===== src/rtl/spi_config_sequencer_if.sv =====
// spi_config_sequencer_if: valid/ready command channel carrying one register write (addr, data).
interface spi_config_sequencer_if;
    logic       cmd_valid;
    logic       cmd_ready;
    logic [6:0] cmd_addr;
    logic [7:0] cmd_data;
    modport master (output cmd_valid, cmd_addr, cmd_data, input cmd_ready);
    modport slave (input cmd_valid, cmd_addr, cmd_data, output cmd_ready);
endinterface


===== src/rtl/spi_config_sequencer.sv =====
// spi_config_sequencer: queues register writes in a FIFO and serialises each as a 16-bit SPI write frame.
// Optional macro SPI_ADDR_FILTER_EN drops commands with addr > 4 at accept time and pulses err.
module spi_config_sequencer #(
    parameter int CLK_DIV    = 4,
    parameter int FIFO_DEPTH = 4,
    parameter int CS_SETUP   = 2,
    parameter int CS_HOLD    = 2,
    parameter int CS_GAP     = 4
) (
    input  logic                          clk,
    input  logic                          rst_n,
    spi_config_sequencer_if.slave         cmd,
    output logic                          busy,
    output logic                          done,
    output logic [$clog2(FIFO_DEPTH):0]   fifo_level,
    output logic                          err,
    output logic                          cs,
    output logic                          SCLK,
    output logic                          COPI
);
    localparam int AW = $clog2(FIFO_DEPTH);
    typedef enum logic [2:0] {IDLE, SETUP, SHIFT, HOLD, GAP} state_e;
    state_e        state_q, state_d;
    logic [AW-1:0] wr_q, wr_d, rd_q, rd_d;
    logic [AW:0]   cnt_q, cnt_d;
    logic [14:0]   mem_q [FIFO_DEPTH];
    logic [14:0]   shift_q, shift_d;
    logic [7:0]    phase_q, phase_d;
    logic [4:0]    bit_q, bit_d;
    logic          cs_q, cs_d, sclk_q, sclk_d, copi_q, copi_d;
    logic          done_q, done_d, err_q, err_d;
    logic          accept, drop, push, pop;
    logic [14:0]   head;
    logic [15:0]   frame;
    assign accept = cmd.cmd_valid && cmd.cmd_ready;
`ifdef SPI_ADDR_FILTER_EN
    assign drop = accept && (cmd.cmd_addr > 7'd4);
`else
    assign drop = 1'b0;
`endif
    assign push  = accept && !drop;
    assign pop   = (state_q == IDLE) && (cnt_q != '0);
    assign head  = mem_q[rd_q];
    assign frame = {head[7:0], head[14:8], 1'b1};
    assign cmd.cmd_ready = cnt_q != (AW+1)'(FIFO_DEPTH);
    assign busy       = (cnt_q != '0) || (state_q != IDLE);
    assign fifo_level = cnt_q;
    assign done       = done_q;
    assign err        = err_q;
    assign cs         = cs_q;
    assign SCLK       = sclk_q;
    assign COPI       = copi_q;
    always_comb begin
        wr_d  = push ? wr_q + AW'(1) : wr_q;
        rd_d  = pop ? rd_q + AW'(1) : rd_q;
        cnt_d = cnt_q + (AW+1)'(push) - (AW+1)'(pop);
        err_d = drop;
    end
    always_comb begin
        state_d = state_q;
        phase_d = phase_q + 8'd1;
        bit_d   = bit_q;
        shift_d = shift_q;
        cs_d    = cs_q;
        sclk_d  = sclk_q;
        copi_d  = copi_q;
        done_d  = 1'b0;
        case (state_q)
            IDLE: begin
                phase_d = '0;
                if (pop) begin
                    state_d = SETUP;
                    shift_d = frame[15:1];
                    copi_d  = frame[0];
                    cs_d    = 1'b0;
                    bit_d   = '0;
                end
            end
            SETUP: if (phase_q == 8'(CS_SETUP - 1)) begin
                state_d = SHIFT;
                phase_d = '0;
                bit_d   = '0;
            end
            SHIFT: if (phase_q == 8'(CLK_DIV - 1)) begin
                phase_d = '0;
                sclk_d  = !sclk_q;
                // data only advances as SCLK falls, so COPI is steady across every high phase
                if (sclk_q) begin
                    if (bit_q == 5'd15) begin
                        state_d = HOLD;
                        bit_d   = '0;
                    end else begin
                        bit_d   = bit_q + 5'd1;
                        copi_d  = shift_q[0];
                        shift_d = shift_q >> 1;
                    end
                end
            end
            HOLD: if (phase_q == 8'(CS_HOLD - 1)) begin
                state_d = GAP;
                phase_d = '0;
                cs_d    = 1'b1;
                copi_d  = 1'b0;
                done_d  = 1'b1;
            end
            GAP: if (phase_q == 8'(CS_GAP - 1)) begin
                state_d = IDLE;
                phase_d = '0;
            end
            default: state_d = IDLE;
        endcase
    end
    always_ff @(posedge clk or negedge rst_n) begin
        if (!rst_n) begin
            state_q <= IDLE;
            wr_q    <= '0;
            rd_q    <= '0;
            cnt_q   <= '0;
            shift_q <= '0;
            phase_q <= '0;
            bit_q   <= '0;
            cs_q    <= 1'b1;
            sclk_q  <= 1'b0;
            copi_q  <= 1'b0;
            done_q  <= 1'b0;
            err_q   <= 1'b0;
        end else begin
            state_q <= state_d;
            wr_q    <= wr_d;
            rd_q    <= rd_d;
            cnt_q   <= cnt_d;
            shift_q <= shift_d;
            phase_q <= phase_d;
            bit_q   <= bit_d;
            cs_q    <= cs_d;
            sclk_q  <= sclk_d;
            copi_q  <= copi_d;
            done_q  <= done_d;
            err_q   <= err_d;
        end
    end
    always_ff @(posedge clk) begin
        if (push) mem_q[wr_q] <= {cmd.cmd_addr, cmd.cmd_data};
    end
endmodule


===== src/flat_wrapper.sv =====
// flat-port wrapper written by rule: the top's interface ports become plain ports
module spi_config_sequencer_flat 
#(
    parameter int CLK_DIV    = 4,
    parameter int FIFO_DEPTH = 4,
    parameter int CS_SETUP   = 2,
    parameter int CS_HOLD    = 2,
    parameter int CS_GAP     = 4
)
  (clk, rst_n, busy, done, fifo_level, err, cs, SCLK, COPI, cmd_cmd_valid, cmd_cmd_addr, cmd_cmd_data, cmd_cmd_ready);
  spi_config_sequencer_if cmd_i ();
  input  logic clk;
  input  logic rst_n;
  output logic busy;
  output logic done;
  output logic [$clog2(FIFO_DEPTH):0] fifo_level;
  output logic err;
  output logic cs;
  output logic SCLK;
  output logic COPI;
  input wire logic [$bits(cmd_i.cmd_valid)-1:0] cmd_cmd_valid;
  input wire logic [$bits(cmd_i.cmd_addr)-1:0] cmd_cmd_addr;
  input wire logic [$bits(cmd_i.cmd_data)-1:0] cmd_cmd_data;
  output wire logic [$bits(cmd_i.cmd_ready)-1:0] cmd_cmd_ready;
  assign cmd_i.cmd_valid = cmd_cmd_valid;
  assign cmd_i.cmd_addr = cmd_cmd_addr;
  assign cmd_i.cmd_data = cmd_cmd_data;
  assign cmd_cmd_ready = cmd_i.cmd_ready;
  spi_config_sequencer #(.CLK_DIV(CLK_DIV), .FIFO_DEPTH(FIFO_DEPTH), .CS_SETUP(CS_SETUP), .CS_HOLD(CS_HOLD), .CS_GAP(CS_GAP)) u_core (.clk(clk), .rst_n(rst_n), .cmd(cmd_i), .busy(busy), .done(done), .fifo_level(fifo_level), .err(err), .cs(cs), .SCLK(SCLK), .COPI(COPI));
endmodule

===== config.mk =====
export PLATFORM = sky130hd
export DESIGN_NAME = spi_config_sequencer_flat
export DESIGN_NICKNAME = d
export VERILOG_FILES = /design/src/rtl/spi_config_sequencer_if.sv /design/src/rtl/spi_config_sequencer.sv /design/src/flat_wrapper.sv
export SDC_FILE = /design/constraint.sdc
export NUM_CORES = 1
export LEC_CHECK = 0
export ABC_AREA = 1
export BUFFER_PORTS_ARGS = -buffer_cell sky130_fd_sc_hd__buf_4
export CORE_UTILIZATION = 30
export CTS_BUF_LIST = sky130_fd_sc_hd__clkbuf_4
export DETAILED_ROUTE_END_ITERATION = 10
export GPL_ROUTABILITY_DRIVEN = 0
export HOLD_SLACK_MARGIN = 0.03
export PLACE_DENSITY = 0.48
export SYNTH_ARGS = -nofsm -noshare
export SYNTH_HDL_FRONTEND = slang
export SYNTH_SLANG_ARGS = --single-unit

===== constraint.sdc =====
create_clock -name clk -period 1.82 [get_ports clk]
set_input_delay 0.091 -clock clk [delete_from_list [all_inputs] [get_ports clk]]
set_output_delay 0.091 -clock clk [all_outputs]
set_load 0.05 [all_outputs]

# ---- Yosys cells after proc, flatten, opt, wreduce, memory -nomap -nowiden
# Memory sizes are Yosys's and may differ from the RTL's.
# Cells that the tools add are included.
dict set report word_totals {
  ff_bits 42
  latch_bits 0
  mem_bits_rw 60
  rom_bits 0
  input_bits 18
  word_cells 88
  memories 1
}
dict set report op_classes {
  n_addsub 6
  n_mul 0
  div_mod_pow 0
  order_cmp 0
  n_eq_ne 16
  shift 0
  n_mux 35
  bitwise 0
  n_reduce_logical 19
}
# memory words width read_ports rd_ports_with_merged_regs write_ports line
set mem_list {}
lappend mem_list {u_core.mem_q 4 15 1 0 1 spi_config_sequencer.sv:26} ;# logic [14:0] mem_q [FIFO_DEPTH];
# op n
set ops {}
lappend ops {{$mux 15} 4}
lappend ops {{$pmux 15 s2} 1}
lappend ops {{$mux 5} 5}
lappend ops {{$pmux 8 s3} 1}
lappend ops {{$mux 3} 7}
lappend ops {{$mux 8} 2}
lappend ops {{$pmux 3 s5} 1}
lappend ops {{$pmux 5 s3} 1}
lappend ops {{$ne 2x1->1 const B} 7}
lappend ops {{$reduce_bool 3->1} 4}
lappend ops {{$mux 1} 11}
lappend ops {{$reduce_and 5->1} 2}
lappend ops {{$add 8x1->8 const B} 1}
lappend ops {{$eq 8x1->1 const B} 1}
lappend ops {{$eq 8x2->1 const B} 1}
lappend ops {{$reduce_and 7->1} 1}
lappend ops {{$eq 3x2->1 const B} 2}
lappend ops {{$reduce_and 6->1} 1}
lappend ops {{$add 5x1->5 const B} 1}
lappend ops {{$eq 5x4->1 const B} 1}
lappend ops {{$add 2x1->2 const B} 2}
lappend ops {{$reduce_bool 2->1} 2}
lappend ops {{$reduce_or 2->1} 2}
lappend ops {{$add 3x1->3} 1}
lappend ops {{13 further kinds} 14}

# ---- Longest topological paths before layout
dict set report logic_depth {
  ltp_word 5
  mapped_depth 11
  ltp_nobuf 10
}

# ---- Worst setup path before layout
# OpenSTA, ideal clock, no wires.
dict set report synth_timing {
  path_kind {reg-to-reg}
  from {register u_core.cnt_q[1] (netlist: u_core.fifo_level[1])}
  to {memory u_core.mem_q[0][0] (enable)}
  setup_ps 387
  arrival_time_ps 2188
  slack_ps -755
  path_stages_with_launch 5
  path_cell_list {dfrtp_1 inv_1 nand3_1 nand2_1 nor2_1}
}
dict set report synth_via {
  elab_chain_len 4
}
# element line
set synth_lines {}
lappend synth_lines {{from (decl)} spi_config_sequencer.sv:25} ;# logic [AW:0] cnt_q, cnt_d;
lappend synth_lines {{from (signal assigned)} spi_config_sequencer.sv:131} ;# cnt_q <= cnt_d;
lappend synth_lines {{$ne 3x3->1} spi_config_sequencer.sv:45} ;# assign cmd.cmd_ready = cnt_q != (AW+1)'(FIFO_DEPTH);
lappend synth_lines {{net cmd_cmd_ready} flat_wrapper.sv:24} ;# output wire logic [$bits(cmd_i.cmd_ready)-1:0] cmd_cmd_ready;
lappend synth_lines {{$logic_and 1x1->1} spi_config_sequencer.sv:35} ;# assign accept = cmd.cmd_valid && cmd.cmd_ready;
lappend synth_lines {{$mux 1} spi_config_sequencer.sv:143} ;# if (push) mem_q[wr_q] <= {cmd.cmd_addr, cmd.cmd_data};
lappend synth_lines {{$mux 1 (not written as such)} spi_config_sequencer.sv:143}
lappend synth_lines {{to (decl)} spi_config_sequencer.sv:26}
# The timed path passes the listed nets, and every way through them passes these cells.

# ---- Worst setup path in the final report
dict set report layout_timing {
  from {register u_core.cnt_q[1] (netlist: u_core.fifo_level[1])}
  to {register u_core.cnt_q[2] (netlist: u_core.fifo_level[2])}
}
# element line
set layout_rtl {}
lappend layout_rtl {{$reduce_bool 3->1} spi_config_sequencer.sv:42} ;# assign pop = (state_q == IDLE) && (cnt_q != '0);
lappend layout_rtl {{$logic_and 1x1->1} spi_config_sequencer.sv:42}
lappend layout_rtl {{net u_core.pop} spi_config_sequencer.sv:32} ;# logic accept, drop, push, pop;
lappend layout_rtl {{$sub 3x1->3} spi_config_sequencer.sv:56} ;# cnt_d = cnt_q + (AW+1)'(push) - (AW+1)'(pop);
lappend layout_rtl {{net u_core.cnt_d[2]} spi_config_sequencer.sv:25}
# The timed path passes the listed nets, and every way through them passes these cells.
# A chain may end at the register's enable or synchronous reset.

==> flow_results.xml <==
<?xml version="1.0" encoding="UTF-8"?>
<metrics>
  <group name="power_and_ir_drop">
    <metric name="ir_worst_vdd" unit="V">0.000627</metric>
    <metric name="overall_power" unit="mW">9.68</metric>
    <metric name="comb_power_share" unit="%">52.1</metric>
    <metric name="seqPwrFrac" unit="%">35.3</metric>
    <metric name="power.static_leakage" unit="nW">2.44</metric>
    <metric name="total_switching_power" unit="mW">4.20</metric>
    <metric name="switching_share" unit="%">43.4</metric>
    <metric name="cell_internal_pwr" unit="mW">5.48</metric>
    <metric name="clock_power_share" unit="%">12.6</metric>
    <metric name="power_per_cell_area" unit="nW/um^2">1710</metric>
  </group>
  <group name="timing">
    <metric name="slew_headroom" unit="%">61.9</metric>
    <metric name="final_max_slew_viol_count" unit="">0</metric>
    <metric name="hold-worst-slack" unit="ns">0.140</metric>
    <metric name="maxClockFrequency" unit="MHz">567</metric>
    <metric name="hold_viol_final" unit="">0</metric>
    <metric name="worst_clock_skew" unit="ns">0.0158</metric>
    <metric name="final_min_period_over_clock_period" unit="%">97.0</metric>
    <metric name="tightestPinTransition" unit="ns">0.572</metric>
    <metric name="grt_setup_unrepaired" unit="">true</metric>
    <metric name="setup_viol" unit="">0</metric>
    <metric name="post-route-min-period" unit="ns">1.76</metric>
  </group>
  <group name="logic_synthesis">
    <metric name="synthXorXnorAreaFrac" unit="%">1.72</metric>
    <metric name="post_synth_mux_area_share" unit="%">0</metric>
    <metric name="synth_area" unit="um^2">4590</metric>
    <metric name="post_synth_and_or_nand_nor_area_fraction" unit="%">27.4</metric>
    <metric name="synth.yosys.seq_area_share" unit="%">62.1</metric>
    <metric name="yosysWarnings" unit="">0</metric>
    <metric name="synth_fa_ha_area_share" unit="%">2.89</metric>
    <metric name="postSynthCellCount" unit="">468</metric>
    <metric name="synthesis.nets" unit="">496</metric>
    <metric name="synth_top_family_by_area" unit="">simple AND/OR/NAND/NOR gates</metric>
    <metric name="synth.avg_cell_area" unit="um^2">9.82</metric>
    <metric name="synth-compound-area-share" unit="%">1.39</metric>
    <metric name="yosysUniqueCellTypes" unit="">33</metric>
    <metric name="yosys_register_bits" unit="">102</metric>
  </group>
  <group name="min_path">
    <metric name="worstHoldPathType" unit="">in -&gt; async</metric>
  </group>
  <group name="floorplan">
    <metric name="die_y" unit="um">126</metric>
    <metric name="die_w" unit="um">126</metric>
    <metric name="die-area" unit="um^2">15800</metric>
    <metric name="design.portCount" unit="">28</metric>
    <metric name="floorplan.initialDensity" unit="%">31.1</metric>
    <metric name="num_rows" unit="">44</metric>
    <metric name="core_region_area" unit="um^2">14800</metric>
  </group>
  <group name="global_route">
    <metric name="grtUsageTotal" unit="%">13.2</metric>
    <metric name="first_global_vias" unit="">3256</metric>
    <metric name="overflow" unit="">0</metric>
    <metric name="grt_max_degree" unit="">43</metric>
    <metric name="grt_pass1_wl" unit="um">16100</metric>
    <metric name="grt_antenna_before_repair" unit="">0</metric>
  </group>
  <group name="drt">
    <metric name="post_drt_wl_per_cell" unit="um">13.2</metric>
    <metric name="drt_iter0_markers" unit="">109</metric>
    <metric name="drtPass1Iterations" unit="">4</metric>
    <metric name="finalWirelength" unit="um">9540</metric>
    <metric name="drt-vias-per-instance" unit="">4.48</metric>
    <metric name="final_antenna_net_count" unit="">0</metric>
    <metric name="num_vias" unit="">3246</metric>
    <metric name="drc_markers" unit="">0</metric>
  </group>
  <group name="finish">
    <metric name="core_util_final" unit="%">38.2</metric>
    <metric name="mostFrequentLayoutCell" unit="">nand2_1</metric>
    <metric name="instances_no_fill" unit="">725</metric>
    <metric name="final_layout_size_suffix_gt1_share" unit="%">20.9</metric>
    <metric name="syn2layout_area_growth" unit="%">22.8</metric>
    <metric name="insertedDiodeCount" unit="">0</metric>
    <metric name="final_net_count" unit="">564</metric>
    <metric name="final.fill_count" unit="">1465</metric>
    <metric name="most-common-layout-cells" unit="">nand2_1, nand3_1, edfxtp_1, buf_4, dfrtp_1</metric>
    <metric name="fin_area" unit="um^2">5640</metric>
  </group>
  <group name="setup_path">
    <metric name="critPathArrivalTime" unit="ns">2.14</metric>
    <metric name="cp-start-kind" unit="">flop</metric>
    <metric name="cp_top_family" unit="">adder cells</metric>
    <metric name="required" unit="ns">2.19</metric>
    <metric name="worst-setup-path-type" unit="">reg -&gt; reg</metric>
    <metric name="slowest_delay" unit="ns">0.46</metric>
    <metric name="end_kind" unit="">flop</metric>
    <metric name="cp_cell_sequence" unit="">inv_4, nand2_4, o21ai_4, inv_2, ha_4, inv_2, ha_4, fa_2, xor2_1</metric>
    <metric name="critical_path.slowest_cell" unit="">dfrtp_2</metric>
    <metric name="worstPathMaxFanout" unit="">2</metric>
    <metric name="path_buf_inv" unit="">3</metric>
  </group>
  <group name="clocking">
    <metric name="cts_num_sinks" unit="">102</metric>
    <metric name="clkSlewWorstSetupHoldPaths" unit="ns">0.16</metric>
    <metric name="ctsHtreeMaxLevel" unit="">3</metric>
    <metric name="tritoncts_clock_tree" unit="">yes</metric>
    <metric name="cts_buffers" unit="">9</metric>
    <metric name="clkLatencyLatePin" unit="ns">0.47</metric>
    <metric name="cts.root.buffer_cell" unit="">clkbuf_4</metric>
    <metric name="cts_max_path_buffers" unit="">2</metric>
  </group>
  <group name="place">
    <metric name="detailedPlacementHpwl" unit="um">6080</metric>
    <metric name="port_buffer_cells" unit="">26</metric>
    <metric name="place_inst" unit="">689</metric>
    <metric name="placedInstanceArea" unit="um^2">5240</metric>
  </group>
  <group name="outcome">
    <metric name="outcome" unit="">finished clean</metric>
  </group>
  <group name="job">
    <metric name="max_cap_violations" unit="">0</metric>
  </group>
</metrics>
==> metal layers <==
layer  global-route usage, %  vias up  share of wire [%]
li1                        -     1668                  -
met1                    16.2     1522                 47
met2                    22.9       44                 48
met3                    3.23       12                2.8
met4                    4.25        0                1.4
met5                       0        -                  0
==> final timing paths <==
check / startpoint / endpoint / slack [ns] / cells after the start
worst max-delay path: u_core.fifo_level[1]$_DFF_PN0_ / u_core.fifo_level[2]$_DFF_PN0_ / 0.06 / 9
worst min-delay path: rst_n / u_core.bit_q[1]$_DFFE_PN0P_ / 0.14 / 2
worst max register to register: u_core.fifo_level[1]$_DFF_PN0_ / u_core.fifo_level[2]$_DFF_PN0_ / 0.06 / 9
worst min register to register: u_core.shift_q[2]$_DFFE_PN0P_ / u_core.shift_q[2]$_DFFE_PN0P_ / 0.49 / 2
max in group asynchronous: rst_n / u_core.fifo_level[1]$_DFF_PN0_ / 1.28 / 2
min in group clk: cmd_cmd_data[4] / u_core.mem_q[1][4]$_DFFE_PP_ / 0.35 / 2
==> through the flow <==
step / setup TNS [ns] / setup slack, ns
2_1_floorplan: -0.339 / -0.181
3_3_place_gp: 0 / 0.00277
3_5_place_dp: -0.0292 / -0.0166
4_1_cts: 0 / 0.0132
5_1_grt: -0.0511 / -0.0333
6_report: 0 / 0.0551
==> Yosys cell counts, drive strengths merged <==
cell / instances / area share, %
dfrtp: 41 / 22
dfstp: 1 / 0.57
a21oi: 2 / 0.22
nor3b: 3 / 0.49
o21bai: 1 / 0.16
clkbuf: 7 / 0.57
buf: 11 / 1.6
nor3: 3 / 0.44
o21ai: 8 / 0.87
nand2: 166 / 14
nor2: 43 / 4.2
conb: 1 / 0.082
inv: 28 / 2.3
xor2: 7 / 1.3
and3: 1 / 0.14
fa: 1 / 0.44
nand4: 3 / 0.41
o22ai: 1 / 0.14
xnor2: 2 / 0.38
edfxtp: 60 / 39
nand3: 69 / 7.5
ha: 9 / 2.5
==> worst register-to-register path, delay by kind of cell (launching register included) <==
| family | cells | cell delay [ns] |
|---|---|---|
| XOR/XNOR | 1 | 0.14 |
| adder cells (fa/ha/maj) | 3 | 0.72 |
| buffers and inverters | 3 | 0.17 |
| AND/OR/NAND/NOR | 1 | 0.05 |
| AO/OA/AOI/OAI | 1 | 0.13 |
| flip-flops | 1 | 0.46 |
==> kinds of logic (layout without fill, tap and decap cells) <==
| logic type | Yosys count | in the layout |
|---|---|---|
| compound gates | 12 | 12 |
| xor+xnor | 9 | 9 |
| fa+ha+maj | 10 | 10 |
| other cells | 1 | 1 |
| flops | 102 | 102 |
| buf+inv | 46 | 119 |
| simple gates | 288 | 288 |
==> flip-flops by register name (all words and copies together), names as in the netlist <==
| name | flops |
|---|---|
| u_core.shift_q | 15 |
| u_core.wr_q | 2 |
| u_core.rd_q | 2 |
| u_core.fifo_level | 3 |
| u_core.COPI | 1 |
| u_core.cs | 1 |
| u_core.mem_q | 60 |
| u_core.done | 1 |
| u_core.SCLK | 1 |
| u_core.phase_q | 8 |
| u_core.bit_q | 5 |
| u_core.state_q | 3 |
==> power groups by stage <==
stage / clock (mW) / sequential (mW) / combinational [mW]
floorplan: 0 / 3.69 / 3.06
detailed placement: 0 / 3.46 / 4.81
finish: 1.22 / 3.42 / 5.04
CTS: 1.29 / 3.41 / 4.86
global placement: 0 / 3.45 / 4.77
global route: 1.35 / 3.49 / 5.75
==> final cells by class <==
type	count	area, um^2	area share [%]
repair buffers	75	656	11.6
clock inverters	6	68.8	1.22
clock buffers	10	75.1	1.33
flip-flops and latches	102	2860	50.6
multi-input cells	320	1650	29.2
inverters	28	110	1.95
well taps	184	230	4.08
==> what timing repair did <==
item / in CTS / in global routing
endpoints found under the setup margin: 2 / 31
resized for setup: 2 / 14
setup buffers: 0 / 3
pin swaps: 2 / 1
endpoints found under the hold margin: 105 / 0
hold buffers: 17 / 0
Power figures use the tool's default switching activity.
